`config.mk`:
```
export PLATFORM = sky130hd
export DESIGN_NAME = rtc_field_editor
export DESIGN_NICKNAME = d
export VERILOG_FILES = /design/src/rtl/rtc_pkg.sv /design/src/rtl/bcd_field_step.sv /design/src/rtl/rtc_field_editor.sv
export SDC_FILE = /design/constraint.sdc
export NUM_CORES = 1
export LEC_CHECK = 0
export BUFFER_PORTS_ARGS = -buffer_cell sky130_fd_sc_hd__buf_4
export CAP_MARGIN = 0
export CORE_AREA = 2 2 151 153
export DETAILED_ROUTE_END_ITERATION = 8
export DIE_AREA = 0 0 153 155
export GPL_TIMING_DRIVEN = 0
export SLEW_MARGIN = 25
export SYNTH_ARGS = -nofsm -noshare
export SYNTH_HDL_FRONTEND = slang
export SYNTH_SLANG_ARGS = --single-unit
```
`constraint.sdc`:
```
create_clock -name clk -period 5.57 [get_ports clk]
set_input_delay 0.2785 -clock clk [delete_from_list [all_inputs] [get_ports clk]]
set_output_delay 0.2785 -clock clk [all_outputs]
set_load 0.02 [all_outputs]
```
`src/rtl/rtc_pkg.sv`:
```
// rtl/rtc_pkg.sv - shared types and default BCD limits for the RTC setting pages
// Shared by the field editor and its BCD stepper.
package rtc_pkg;

  typedef enum logic [1:0] {
    IDLE   = 2'd0,
    EDIT   = 2'd1,
    COMMIT = 2'd2
  } state_t;

  localparam int BCD_W = 8;

  localparam logic [23:0] TIME_MAX = 24'h23_59_59;
  // Date page order from MSB: year, month, date, weekday
  localparam logic [31:0] DATE_MAX = 32'h99_12_31_07;
  localparam logic [31:0] DATE_MIN = 32'h00_01_01_01;

  // True when v is two valid BCD digits inside [mn, mx]; valid BCD orders like binary
  function automatic logic bcd_ok(input logic [BCD_W-1:0] v,
                                  input logic [BCD_W-1:0] mn,
                                  input logic [BCD_W-1:0] mx);
    return (v[7:4] <= 4'd9) && (v[3:0] <= 4'd9) && (v >= mn) && (v <= mx);
  endfunction

endpackage

```
`src/rtl/bcd_field_step.sv`:
```
// rtl/bcd_field_step.sv - combinational BCD +1/-1 of one field with limit wrap
// inc has priority over dec; with neither set the value passes through.
module bcd_field_step
  import rtc_pkg::*;
(
  input  logic [BCD_W-1:0] value,
  input  logic [BCD_W-1:0] min,
  input  logic [BCD_W-1:0] max,
  input  logic             inc,
  input  logic             dec,
  output logic [BCD_W-1:0] value_next
);

  always_comb begin
    value_next = value;
    if (inc) begin
      if (value == max)
        value_next = min;
      else if (value[3:0] >= 4'd9)
        value_next = {value[7:4] + 4'd1, 4'd0};
      else
        value_next = {value[7:4], value[3:0] + 4'd1};
    end else if (dec) begin
      if (value == min)
        value_next = max;
      else if (value[3:0] == 4'd0)
        value_next = {value[7:4] - 4'd1, 4'd9};
      else
        value_next = {value[7:4], value[3:0] - 4'd1};
    end
  end

endmodule

```
`src/rtl/rtc_field_editor.sv`:
```
// rtl/rtc_field_editor.sv - key-driven BCD time/date editor with blink and RTC commit
// One instance per display page; commits through a req/ack write to the DS1302 driver.
module rtc_field_editor
  import rtc_pkg::*;
#(
  parameter int                      NUM_FIELDS  = 3,
  parameter logic [8*NUM_FIELDS-1:0] FIELD_MAX   = TIME_MAX,
  parameter logic [8*NUM_FIELDS-1:0] FIELD_MIN   = '0,
  parameter int                      BLINK_DIV   = 12_500_000,
  parameter int                      TIMEOUT_CYC = 500_000_000,
  localparam int                     CW          = (NUM_FIELDS > 1) ? $clog2(NUM_FIELDS) : 1
) (
  input  logic                    clk,
  input  logic                    rst_n,
  input  logic                    key_mode,
  input  logic                    key_next,
  input  logic                    key_inc,
  input  logic                    key_dec,
  input  logic [8*NUM_FIELDS-1:0] live_bcd,
  input  logic                    wr_ack,
  output logic [8*NUM_FIELDS-1:0] disp_bcd,
  output logic [NUM_FIELDS-1:0]   disp_blank,
  output logic                    wr_req,
  output logic [8*NUM_FIELDS-1:0] wr_data,
  output logic                    wr_ch,
  output logic                    editing,
  output logic [CW-1:0]           cursor
);

  localparam logic [31:0] BLINK_LAST = 32'(BLINK_DIV - 1);
  localparam logic [31:0] TO_LAST    = 32'(TIMEOUT_CYC - 1);

  for (genvar g = 0; g < NUM_FIELDS; g++) begin : g_lim
    if (FIELD_MIN[8*g +: 8] > FIELD_MAX[8*g +: 8]) begin : g_bad
      $error("rtc_field_editor: FIELD_MIN above FIELD_MAX in field %0d", g);
    end
  end

  state_t                  state;
  logic [8*NUM_FIELDS-1:0] edit_bcd;
  logic [8*NUM_FIELDS-1:0] snap;
  logic [8*NUM_FIELDS-1:0] stepped;
  logic [BCD_W-1:0]        step_out;
  logic [31:0]             blink_cnt;
  logic [31:0]             idle_cnt;
  logic                    phase;
  logic                    any_key;
  logic [NUM_FIELDS-1:0]   cur_mask;

  assign any_key  = key_mode | key_next | key_inc | key_dec;
  assign cur_mask = NUM_FIELDS'(1) << cursor;

  // Out-of-range or non-BCD live fields come in as their minimum
  always_comb begin
    snap = '0;
    for (int i = 0; i < NUM_FIELDS; i++) begin
      snap[8*i +: 8] = bcd_ok(live_bcd[8*i +: 8], FIELD_MIN[8*i +: 8], FIELD_MAX[8*i +: 8])
                       ? live_bcd[8*i +: 8] : FIELD_MIN[8*i +: 8];
    end
  end

  bcd_field_step u_step (
    .value      (edit_bcd[8*cursor +: 8]),
    .min        (FIELD_MIN[8*cursor +: 8]),
    .max        (FIELD_MAX[8*cursor +: 8]),
    .inc        (key_inc),
    .dec        (key_dec),
    .value_next (step_out)
  );

  always_comb begin
    stepped = edit_bcd;
    stepped[8*cursor +: 8] = step_out;
  end

  always_ff @(posedge clk or negedge rst_n) begin
    if (!rst_n) begin
      state      <= IDLE;
      edit_bcd   <= '0;
      blink_cnt  <= '0;
      idle_cnt   <= '0;
      phase      <= 1'b0;
      disp_bcd   <= '0;
      disp_blank <= '0;
      wr_req     <= 1'b0;
      wr_data    <= '0;
      wr_ch      <= 1'b0;
      editing    <= 1'b0;
      cursor     <= '0;
    end else begin
      case (state)
        IDLE: begin
          disp_bcd   <= live_bcd;
          disp_blank <= '0;
          if (key_mode) begin
            state     <= EDIT;
            edit_bcd  <= snap;
            disp_bcd  <= snap;
            cursor    <= CW'(NUM_FIELDS - 1);
            editing   <= 1'b1;
            wr_ch     <= 1'b1;
            blink_cnt <= '0;
            idle_cnt  <= '0;
            phase     <= 1'b0;
          end
        end
        EDIT: begin
          // Any press restarts blink and timeout so the field shows immediately
          if (any_key) begin
            blink_cnt  <= '0;
            idle_cnt   <= '0;
            phase      <= 1'b0;
            disp_blank <= '0;
          end
          if (key_mode) begin
            state   <= COMMIT;
            wr_req  <= 1'b1;
            wr_data <= edit_bcd;
          end else if (key_next) begin
            cursor <= (cursor == '0) ? CW'(NUM_FIELDS - 1) : cursor - CW'(1);
          end else if (key_inc || key_dec) begin
            edit_bcd <= stepped;
            disp_bcd <= stepped;
          end else if (TIMEOUT_CYC != 0 && idle_cnt == TO_LAST) begin
            state      <= IDLE;
            editing    <= 1'b0;
            wr_ch      <= 1'b0;
            disp_blank <= '0;
            disp_bcd   <= live_bcd;
          end else begin
            idle_cnt <= idle_cnt + 32'd1;
            if (blink_cnt == BLINK_LAST) begin
              blink_cnt  <= '0;
              phase      <= ~phase;
              disp_blank <= phase ? '0 : cur_mask;
            end else begin
              blink_cnt <= blink_cnt + 32'd1;
            end
          end
        end
        COMMIT: begin
          if (wr_ack) begin
            state    <= IDLE;
            wr_req   <= 1'b0;
            wr_ch    <= 1'b0;
            editing  <= 1'b0;
            disp_bcd <= live_bcd;
          end
        end
        default: state <= IDLE;
      endcase
    end
  end

endmodule

```
### Yosys cells after proc, flatten, opt, wreduce, memory -nomap -nowiden

Cells that the tools add are included.

| word-level totals | value |
|---|---|
| register bits after elaboration | 146 |
| word-level logic and storage cells | 157 |
| output and inout port bits | 56 |

| cells by class | value |
|---|---|
| shift operators | 6 |
| muxes and demuxes | 72 |
| reduce and logical (&&, ||, !) cells | 24 |
| bitwise gates (word level) | 4 |
| add/sub/neg operators | 8 |
| $lt $le $gt $ge | 13 |
| eq/ne operators | 19 |

Operator list:

| kind | count |
|---|---|
| $mux W32 | 12 |
| $mux W24 | 10 |
| $pmux W32 S2 | 2 |
| $mux W8 | 9 |
| $pmux W24 S3 | 1 |
| $add A32 B1 Y32 const B | 2 |
| $pmux W24 S2 | 1 |
| $shiftx A24 B6 Y8 const A | 2 |
| $neg A5 Y34 | 1 |
| $shift A8 B34 Y24 const A | 1 |
| $shiftx A8 B34 Y24 | 1 |
| $eq A32 B24 Y1 const B | 1 |
| $eq A32 B29 Y1 const B | 1 |
| $bwmux W24 | 1 |
| $ge A8 B1 Y1 const B | 3 |
| $le A4 B4 Y1 const B | 6 |
| $shiftx A24 B6 Y8 | 1 |
| $mux W3 | 7 |
| $mux W2 | 10 |
| $ne A2 B2 Y1 const B | 9 |
| $eq A8 B8 Y1 | 2 |
| $le A8 B7 Y1 const B | 2 |
| $reduce_and A5 Y1 | 3 |
| $mux W1 | 13 |
| other kinds (26) | 45 |

### Logic depth before layout (Yosys ltp)

Gate-level depths: netlist of the first run.

| logic depth | value |
|---|---|
| word-level depth | 12 |
| mapped depth | 13 |

### Modules after synthesis

From an unflattened synthesis of the first run, not the netlist that was laid out.

| second synthesis, totals | value |
|---|---|
| cell total of the unflattened synthesis | 1,073 |
| area, all modules | 9,215.1 um^2 |

Modules (own cells, without submodules):

| module | area each (um^2) | cells each | times used |
|---|---|---|---|
| rtc_field_editor | 8,261.7 | 951 | 1 |
| bcd_field_step | 953.4 | 122 | 1 |

### Least setup slack after synthesis of the first run

No wires, ideal clock.

| timing | value |
|---|---|
| kind | register -> register |
| start point | reg cursor[1] |
| end point | reg disp_bcd[13] |
| setup time | 0.121 ns |
| setup slack | 2.388 ns |
| data arrival time | 3.061 ns |
| clock period less this slack | 3.182 ns |
| stages on the path, launching flop included | 13 |
| cell sequence | dfrtp_1 -> buf_2 -> clkbuf_1 -> nand3b_1 -> o21a_1 -> inv_1 -> ha_1 -> nand2b_1 -> o21ai_0 -> mux2_2 -> a32oi_1 -> o22ai_1 -> a22o_1 |

| between the ends | value |
|---|---|
| longest elaborated chain between the ends | 12 |
| elaborated cells between the ends (all ways) | 25 |
| those cells by class | add/sub (5); order compare (1); eq/ne (2); shift (5); mux (11); reduce/logical (1) |

RTL lines:

| what | RTL line | RTL |
|---|---|---|
| from (decl) | rtc_field_editor.sv:27 | `output logic [CW-1:0] cursor` |
| from (signal assigned) | rtc_field_editor.sv:99 | `cursor <= CW'(NUM_FIELDS - 1);` |
| from (signal assigned) | rtc_field_editor.sv:120 | `cursor <= (cursor == '0) ? CW'(NUM_FIELDS - 1) : cursor - CW'(1);` |
| $shiftx A24 B6 Y8 | rtc_field_editor.sv:63 | `.value (edit_bcd[8*cursor +: 8]),` |
| $sub A4 B1 Y4 (tied with other cells) | bcd_field_step.sv:29 | `value_next = {value[7:4], value[3:0] - 4'd1};` |
| $mux W8 | bcd_field_step.sv:26 | `else if (value[3:0] == 4'd0)` |
| $mux W8 | bcd_field_step.sv:24 | `if (value == min)` |
| $mux W8 | bcd_field_step.sv:23 | `end else if (dec) begin` |
| $mux W8 | bcd_field_step.sv:16 | `if (inc) begin` |
| $shiftx A8 B34 Y24 | rtc_field_editor.sv:73 | `stepped[8*cursor +: 8] = step_out;` |
| $bwmux W24 (*) | rtc_field_editor.sv:73 |  |
| $mux W24 (*) | rtc_field_editor.sv:121 | `end else if (key_inc \|\| key_dec) begin` |
| $mux W24 (*) | rtc_field_editor.sv:119 | `end else if (key_next) begin` |
| $mux W24 (*) | rtc_field_editor.sv:115 | `if (key_mode) begin` |
| $pmux W24 S3 (*) | rtc_field_editor.sv:91 | `case (state)` |
| to (signal assigned) | rtc_field_editor.sv:93 | `disp_bcd <= live_bcd;` |
| to (signal assigned) | rtc_field_editor.sv:98 | `disp_bcd <= snap;` |
| to (signal assigned) | rtc_field_editor.sv:123 | `disp_bcd <= stepped;` |
| to (decl) | rtc_field_editor.sv:21 | `output logic [8*NUM_FIELDS-1:0] disp_bcd,` |

Every way passes the cells marked *; elsewhere a longest branch is shown, timed or not. The select of a mux whose other input is x is not followed.
A chain may end at the register's enable or synchronous reset.

### Final worst setup path of the first run

| timing | value |
|---|---|
| start point | reg cursor[0] |
| end point | reg edit_bcd[5] |

| between the ends | value |
|---|---|
| longest elaborated chain between the ends | 12 |
| elaborated cells between the ends (all ways) | 25 |
| those cells by class | add/sub (5); order compare (1); eq/ne (2); shift (5); mux (11); reduce/logical (1) |

RTL lines:

| what | RTL line | RTL |
|---|---|---|
| $shiftx A24 B6 Y8 | rtc_field_editor.sv:63 |  |
| $sub A4 B1 Y4 (tied with other cells) | bcd_field_step.sv:29 |  |
| $mux W8 | bcd_field_step.sv:26 |  |
| $mux W8 | bcd_field_step.sv:24 |  |
| $mux W8 | bcd_field_step.sv:23 |  |
| $mux W8 | bcd_field_step.sv:16 |  |
| $shiftx A8 B34 Y24 | rtc_field_editor.sv:73 |  |
| $bwmux W24 (*) | rtc_field_editor.sv:73 |  |
| $mux W24 (*) | rtc_field_editor.sv:121 |  |
| $mux W24 (*) | rtc_field_editor.sv:119 |  |
| $mux W24 (*) | rtc_field_editor.sv:115 |  |
| $pmux W24 S2 (*) | rtc_field_editor.sv:91 |  |
| to (signal assigned) | rtc_field_editor.sv:97 | `edit_bcd <= snap;` |
| to (signal assigned) | rtc_field_editor.sv:122 | `edit_bcd <= stepped;` |
| to (decl) | rtc_field_editor.sv:40 | `logic [8*NUM_FIELDS-1:0] edit_bcd;` |

Marks and branches as above.

==> impl_metrics.csv, run 1 <==
group,metric,value,unit
sta,drv_slew,0,
cells_and_area,area.growth.synth_to_final,19.17,%
global_routing,grt_remaining_overflow,0,
clocking,htreeDepth,4,
synthesis,ys_seq_elements,146,
sta,setup_violations,0,
synthesis,ys_seq_area_share,40.78,%
clocking,cts-buffers-inserted,17,
setup_path,cp_data_required_time,5860,ps
status,status,"finished, final reports clean",
clocking,tritoncts,"done",
synthesis,synthFlopType,"dfrtp_1",
synthesis,ys_types,69,
clocking,cts.sinks,146,
sta,worst_slew_pin_slew,1083,ps
global_routing,grt_pass1_wl,50.35,mm
setup_path,cp-end-kind,"flop",
floorplan,start_util,40.31,%
setup_path,cp-start-kind,"flop",
setup_path,cp.arrival,4510,ps
synthesis,syn_area,0.008960,mm2
synthesis,avgSynthCellArea,8.607,um2
clocking,cts_max_path_buffers,2,
sta,relSlewSlack,27.23,%
sta,setup_tns,0,ps
floorplan,rows,55,
synthesis,async_flop_share,100.0,%
detailed_routing,drc,0,
clocking,cts.repair.resized,0,
placed_design,io_buffers,85,
clocking,cts.hold.buffers_added,1,
sta,post-route-min-period,4221,ps
detailed_routing,wire_per_inst,21.91,um
cells_and_area,drive_above_1_share,14.14,%
power_and_ir_drop,irDropWorstVdd,0.0002319,V
run,cap_violations,0,
synthesis,yosysTopAreaCellShare,40.78,%
floorplan,die_y,155,um
setup_path,cp_top_family,"compound AO/OA/AOI/OAI gates",
detailed_routing,drtAntennaViolNets,0,
detailed_routing,wl,31.66,mm
global_routing,grt_max_degree,75,
detailed_routing,vias,9222,
synthesis,yosys.area.top_type,"dfrtp_1",
setup_path,critPathBufInv,3,
sta,finalCritPeriodShare,75.79,%
synthesis,synth_nets,1090,
cells_and_area,antenna_cells_inserted,0,
sta,rsz0062_at_grt,"no",
worst_hold_path,hold_path_class,"input port to flop",
clocking,cts-root-buf,"clkbuf_16",
global_routing,grt.total_usage,26.83,%
detailed_routing,drt_first_pass_iters,8,
placed_design,gp_congestion,0.9217,
cells_and_area,final_nets,1197,
detailed_routing,viasPerCell,6.382,
floorplan,num_io_pins,87,
detailed_routing,drt-initial-drc-count,961,
floorplan,chipWidth,153,um
sta,setup_slack,1349,ps
synthesis,synth_warnings,0,
placed_design,post-place-ws,1501,ps
clocking,clock_latency,430,ps
setup_path,path_class,"flop to flop",
sta,fin_skew,7.507,ps
power_and_ir_drop,leakage,4.441,nW
clocking,clkSlewWorstSetupHoldPaths,60,ps
sta,finalHoldViolCount,0,
placed_design,dp_hpwl,22.70,mm
synthesis,ys_top_cells_by_area,"dfrtp_1, o21ai_0, a21oi_1",
setup_path,worstPathMaxFanout,10,
floorplan,dieArea,0.02372,mm2
clocking,cts_setup_buffers,0,
floorplan,core,0.02223,mm2
setup_path,slowest_delay,580,ps
power_and_ir_drop,power_density,523.7,mW/mm2
synthesis,synth_edf_count,0,
global_routing,grt_pass1_vias,8923,
sta,clock.fmax,236.9,MHz
global_routing,grt_antenna_before_repair,0,
synthesis,syn-instance-count,1041,
setup_path,cpMaxStageDelayCell,"a32oi_1",
setup_path,path_cells,"clkbuf_1, buf_1, o21a_1, inv_1, ha_1, nand2b_1, o21ai_0, mux2_2, a32oi_1, a2bb2oi_1, a21oi_1",
## registers in the layout, indices dropped and copies added, names as in the netlist, 2 cells and up
| signal | cells |
|---|---|
| blink_cnt | 32 |
| cursor | 2 |
| disp_bcd | 24 |
| disp_blank | 3 |
| edit_bcd | 24 |
| idle_cnt | 32 |
| state | 2 |
| wr_data | 24 |
## metal layers
layer	track usage [%]	up-vias	routed length (um)
li1	-	4199	-
met4	11.95	0	1391
met1	34.13	4443	12840
met5	0	-	0
met3	4.763	107	2221
met2	44.93	473	15210
## report_power, final
part	switching [W]	internal, W	total, W
sequential	0.000275	0.00132	0.00159
combinational	0.00171	0.00100	0.00271
clock	0.000471	0.000815	0.00129
total	0.00246	0.00313	0.00559
## worst min-delay path: stages
cell     delay, ps
buf_4          110
nand2_1         50
a22o_1         110
## path summary, 6_finish.rpt
| check | startpoint | to | slack [ps] | cells past startpoint |
|---|---|---|---|---|
| setup / recovery | cursor[0] | edit_bcd[5] | 1350 | 11 |
| hold / removal | wr_ack | wr_req | 160 | 3 |
| setup reg to reg | cursor[0] | edit_bcd[5] | 1350 | 11 |
| hold reg to reg | blink_cnt[20] | blink_cnt[20] | 490 | 1 |
| max in group asynchronous | rst_n | idle_cnt[7] | 4380 | 3 |
| min in group asynchronous | rst_n | wr_data[22] | 410 | 2 |
## stage by stage
stage / power (W) / util (%) / hold WS, ps / cells / instance area [um2]
after global placement: 0.004243 / 44.78 / 470.7 / 1411 / 9955
after CTS: 0.005559 / 47.98 / 146.4 / 1445 / 10660
after detailed placement: 0.004268 / 45.04 / 290.9 / 1413 / 10010
final: 0.005592 / 48.04 / 157.3 / 1445 / 10680
after floorplan: 0.003270 / - / -17.09 / 1041 / 8960
after global routing: 0.005912 / 48.04 / 166.7 / 1445 / 10680
## Yosys cell counts (4+ instances only)
library cell	n
dfrtp_1	146
o21ai_0	116
nand2_1	107
a21oi_1	97
nor2_1	58
nor3_1	46
nand3_1	45
clkbuf_1	44
mux2_2	27
a221oi_1	26
nand4_1	24
inv_1	20
a31oi_1	19
ha_1	18
o31ai_1	16
and3_1	15
a22o_1	13
o211ai_1	12
or3_1	11
a221o_1	10
mux2i_1	10
o21a_1	10
nor2b_1	9
nor4_1	9
o21ai_1	8
or4_1	8
a211oi_1	7
and2_1	7
buf_2	7
a32oi_1	6
nand2b_1	6
o22ai_1	6
and4_1	5
nand3b_1	5
o41ai_1	5
xnor2_1	5
a2bb2oi_1	4
buf_1	4
## cell families after synthesis
group	after synthesis	share of synthesized area [%]
xor+xnor	8	0.7820
buf+inv	78	3.533
simple gates	368	20.54
flops	146	40.78
mux	37	4.511
fa+ha+maj	18	2.514
compound gates	386	27.34
## cell type report
cell class | count | area, um2
well taps | 285 | 356.6
fillers | 2178 | 11550
plain buffers | 58 | 241.5
repair buffers | 88 | 688.2
inverters | 20 | 75.07
clock inverters | 10 | 181.4
flip-flops and latches | 146 | 3654
clock buffers | 21 | 460.4
multi-input cells | 817 | 5021
## placed cells by master, fill, tap and decap left out, drive strengths merged, types with 7 or more instances in the layout
cell / count
o21ai: 124
nor2b: 9
a221oi: 26
or3: 11
a21oi: 98
mux2: 27
a22o: 13
clkbuf: 65
nor4: 10
dfrtp: 146
ha: 18
nand3: 45
a221o: 10
o31ai: 16
a31oi: 19
nand2: 107
a211oi: 7
mux2i: 10
inv: 20
nand4: 24
o211ai: 12
nor2: 58
o21a: 10
and3: 15
nor3: 46
and2: 8
buf: 101
or4: 8
Power figures use the tool's default switching activity.
==> run 2: changes to the inputs <==
==> constraint.sdc (replaced) <==
create_clock -name clk -period 3.6 [get_ports clk]
set_input_delay 0.18 -clock clk [delete_from_list [all_inputs] [get_ports clk]]
set_output_delay 0.18 -clock clk [all_outputs]
set_load 0.02 [all_outputs]
==> run 2 against run 1 <==
Combinational power grew 58%. Critical path depth is the same. Clock-buffer cell count did not move. Sequential cell count unchanged. Cell count did not move. Global-route usage barely moved. Hold slack worse by 98 ps. Routed wire length decreased by 0.11%. Critical endpoint is now disp_bcd[15]. Largest cell class unchanged.
==> impl_metrics.csv, run 2 (synthesized netlist as in run 1, its figures left out) <==
group,metric,value,unit
clocking,cts_max_path_buffers,2,
clocking,clkSlewWorstSetupHoldPaths,60,ps
floorplan,chipWidth,153,um
clocking,tritoncts,"done",
sta,rsz0062_at_grt,"yes",
detailed_routing,viasPerCell,6.318,
global_routing,grt.total_usage,26.82,%
global_routing,grt_max_degree,75,
sta,post-route-min-period,3446,ps
cells_and_area,area.growth.synth_to_final,20.23,%
detailed_routing,wire_per_inst,21.88,um
detailed_routing,drt_first_pass_iters,6,
setup_path,cp-start-kind,"flop",
setup_path,path_class,"flop to flop",
clocking,cts-buffers-inserted,17,
floorplan,num_io_pins,87,
clocking,clock_latency,430,ps
setup_path,cp_data_required_time,3890,ps
cells_and_area,mostFrequentLayoutCells,"dfrtp_1, o21ai_0, nand2_1",
sta,setup_tns,0,ps
sta,relSlewSlack,26.02,%
sta,finalHoldViolCount,0,
setup_path,cp-end-kind,"flop",
detailed_routing,drt-initial-drc-count,980,
power_and_ir_drop,leakage,4.476,nW
global_routing,grt_pass1_wl,50.36,mm
sta,fin_skew,7.015,ps
cells_and_area,reg_top3,"blink_cnt (32), idle_cnt (32)",
clocking,htreeDepth,4,
power_and_ir_drop,irDropWorstVdd,0.0003589,V
cells_and_area,multi_input_area,0.005110,mm2
global_routing,grt_pass1_vias,8929,
global_routing,grt_antenna_before_repair,0,
cells_and_area,nFillCells,2174,
placed_design,io_buffers,85,
cells_and_area,antenna_cells_inserted,0,
detailed_routing,drc,0,
sta,setup_violations,0,
power_and_ir_drop,power_density,810.4,mW/mm2
cells_and_area,final_nets,1197,
detailed_routing,wl,31.62,mm
cells_and_area,layout_commonest_cell,"dfrtp_1",
setup_path,cp.arrival,3740,ps
status,status,"finished, final reports clean",
floorplan,die_y,155,um
run,cap_violations,0,
cells_and_area,ff_latch_area,0.003654,mm2
detailed_routing,drtAntennaViolNets,0,
floorplan,start_util,40.31,%
detailed_routing,vias,9130,
floorplan,core,0.02223,mm2
floorplan,rows,55,
cells_and_area,drive_above_1_share,15.43,%
clocking,cts.sinks,146,
placed_design,dp_hpwl,22.70,mm
sta,setup_slack,154.2,ps
setup_path,worstPathMaxFanout,10,
worst_hold_path,hold_path_class,"input port to flop",
sta,worst_slew_pin_slew,1101,ps
sta,clock.fmax,290.2,MHz
placed_design,gp_congestion,0.9217,
global_routing,grt_remaining_overflow,0,
sta,finalCritPeriodShare,95.72,%
clocking,cts-root-buf,"clkbuf_16",
sta,worst_hold_slack,59.14,ps
placed_design,post-place-ws,-469.5,ps
floorplan,dieArea,0.02372,mm2
sta,drv_slew,0,
## run 2: cell counts in the layout (fill, tap and decap cells not counted)
Identical to the previous run, type by type.
## run 2: stage by stage
stage | total power (W) | utilization, % | instance area, um2 | std cells
6_report | 0.008731 | 48.47 | 10770 | 1445
5_1_grt | 0.009230 | 48.47 | 10770 | 1445
4_1_cts | 0.008634 | 48.16 | 10710 | 1445
3_5_place_dp | 0.006604 | 45.04 | 10010 | 1413
3_3_place_gp | 0.006566 | 44.78 | 9955 | 1411
2_1_floorplan | 0.005059 | - | 8960 | 1041
## run 2: report_power, final
group	internal, W	switching (W)	total [W]
Combinational	0.00160	0.00269	0.00428
Clock	0.00126	0.000723	0.00198
Sequential	0.00204	0.000427	0.00246
## run 2: worst paths after layout
path / startpoint / end / slack [ps] / cells past startpoint
hold reg to reg: blink_cnt[20] / blink_cnt[20] / 490 / 1
hold / removal: wr_ack / wr_req / 60 / 3
min in group asynchronous: rst_n / wr_data[22] / 310 / 2
setup / recovery: cursor[1] / disp_bcd[15] / 150 / 11
max in group asynchronous: rst_n / idle_cnt[7] / 2520 / 3
setup reg to reg: cursor[1] / disp_bcd[15] / 150 / 11
## run 2: layout make-up
cell class | instances | share of cell area (%)
buffer | 58 | 2.300
multi-input combinational | 817 | 47.43
clock buffer | 21 | 4.274
sequential | 146 | 33.91
clock inverter | 10 | 1.684
inverter | 20 | 0.6969
timing repair buffer | 88 | 6.388
tap | 285 | 3.310
## run 2: critical path, stage by stage (launching register included)
cell and delay (ps):
dfrtp_1 470, clkbuf_4 290, buf_2 260, nand3b_1 140
o21a_1 250, ha_2 280, nand2_1 120, or3_1 430
o211ai_1 200, nand2_1 210, a2111oi_1 560, nor3_1 110
## run 2: repair_timing
action                     CTS  global route
hold buffers                 1             0
resized for setup            9            12
setup endpoints to repair   30            47
buffers inserted             0             0
pin swaps                    0             2
hold endpoints to repair    73             0
## run 2: metal layers
layer	track usage, %	part of all wire [%]	vias up
met1	34.22	41	4397
met4	11.73	3.7	0
met2	44.95	49	445
met5	0	0	-
met3	4.680	7.3	89
li1	-	-	4199
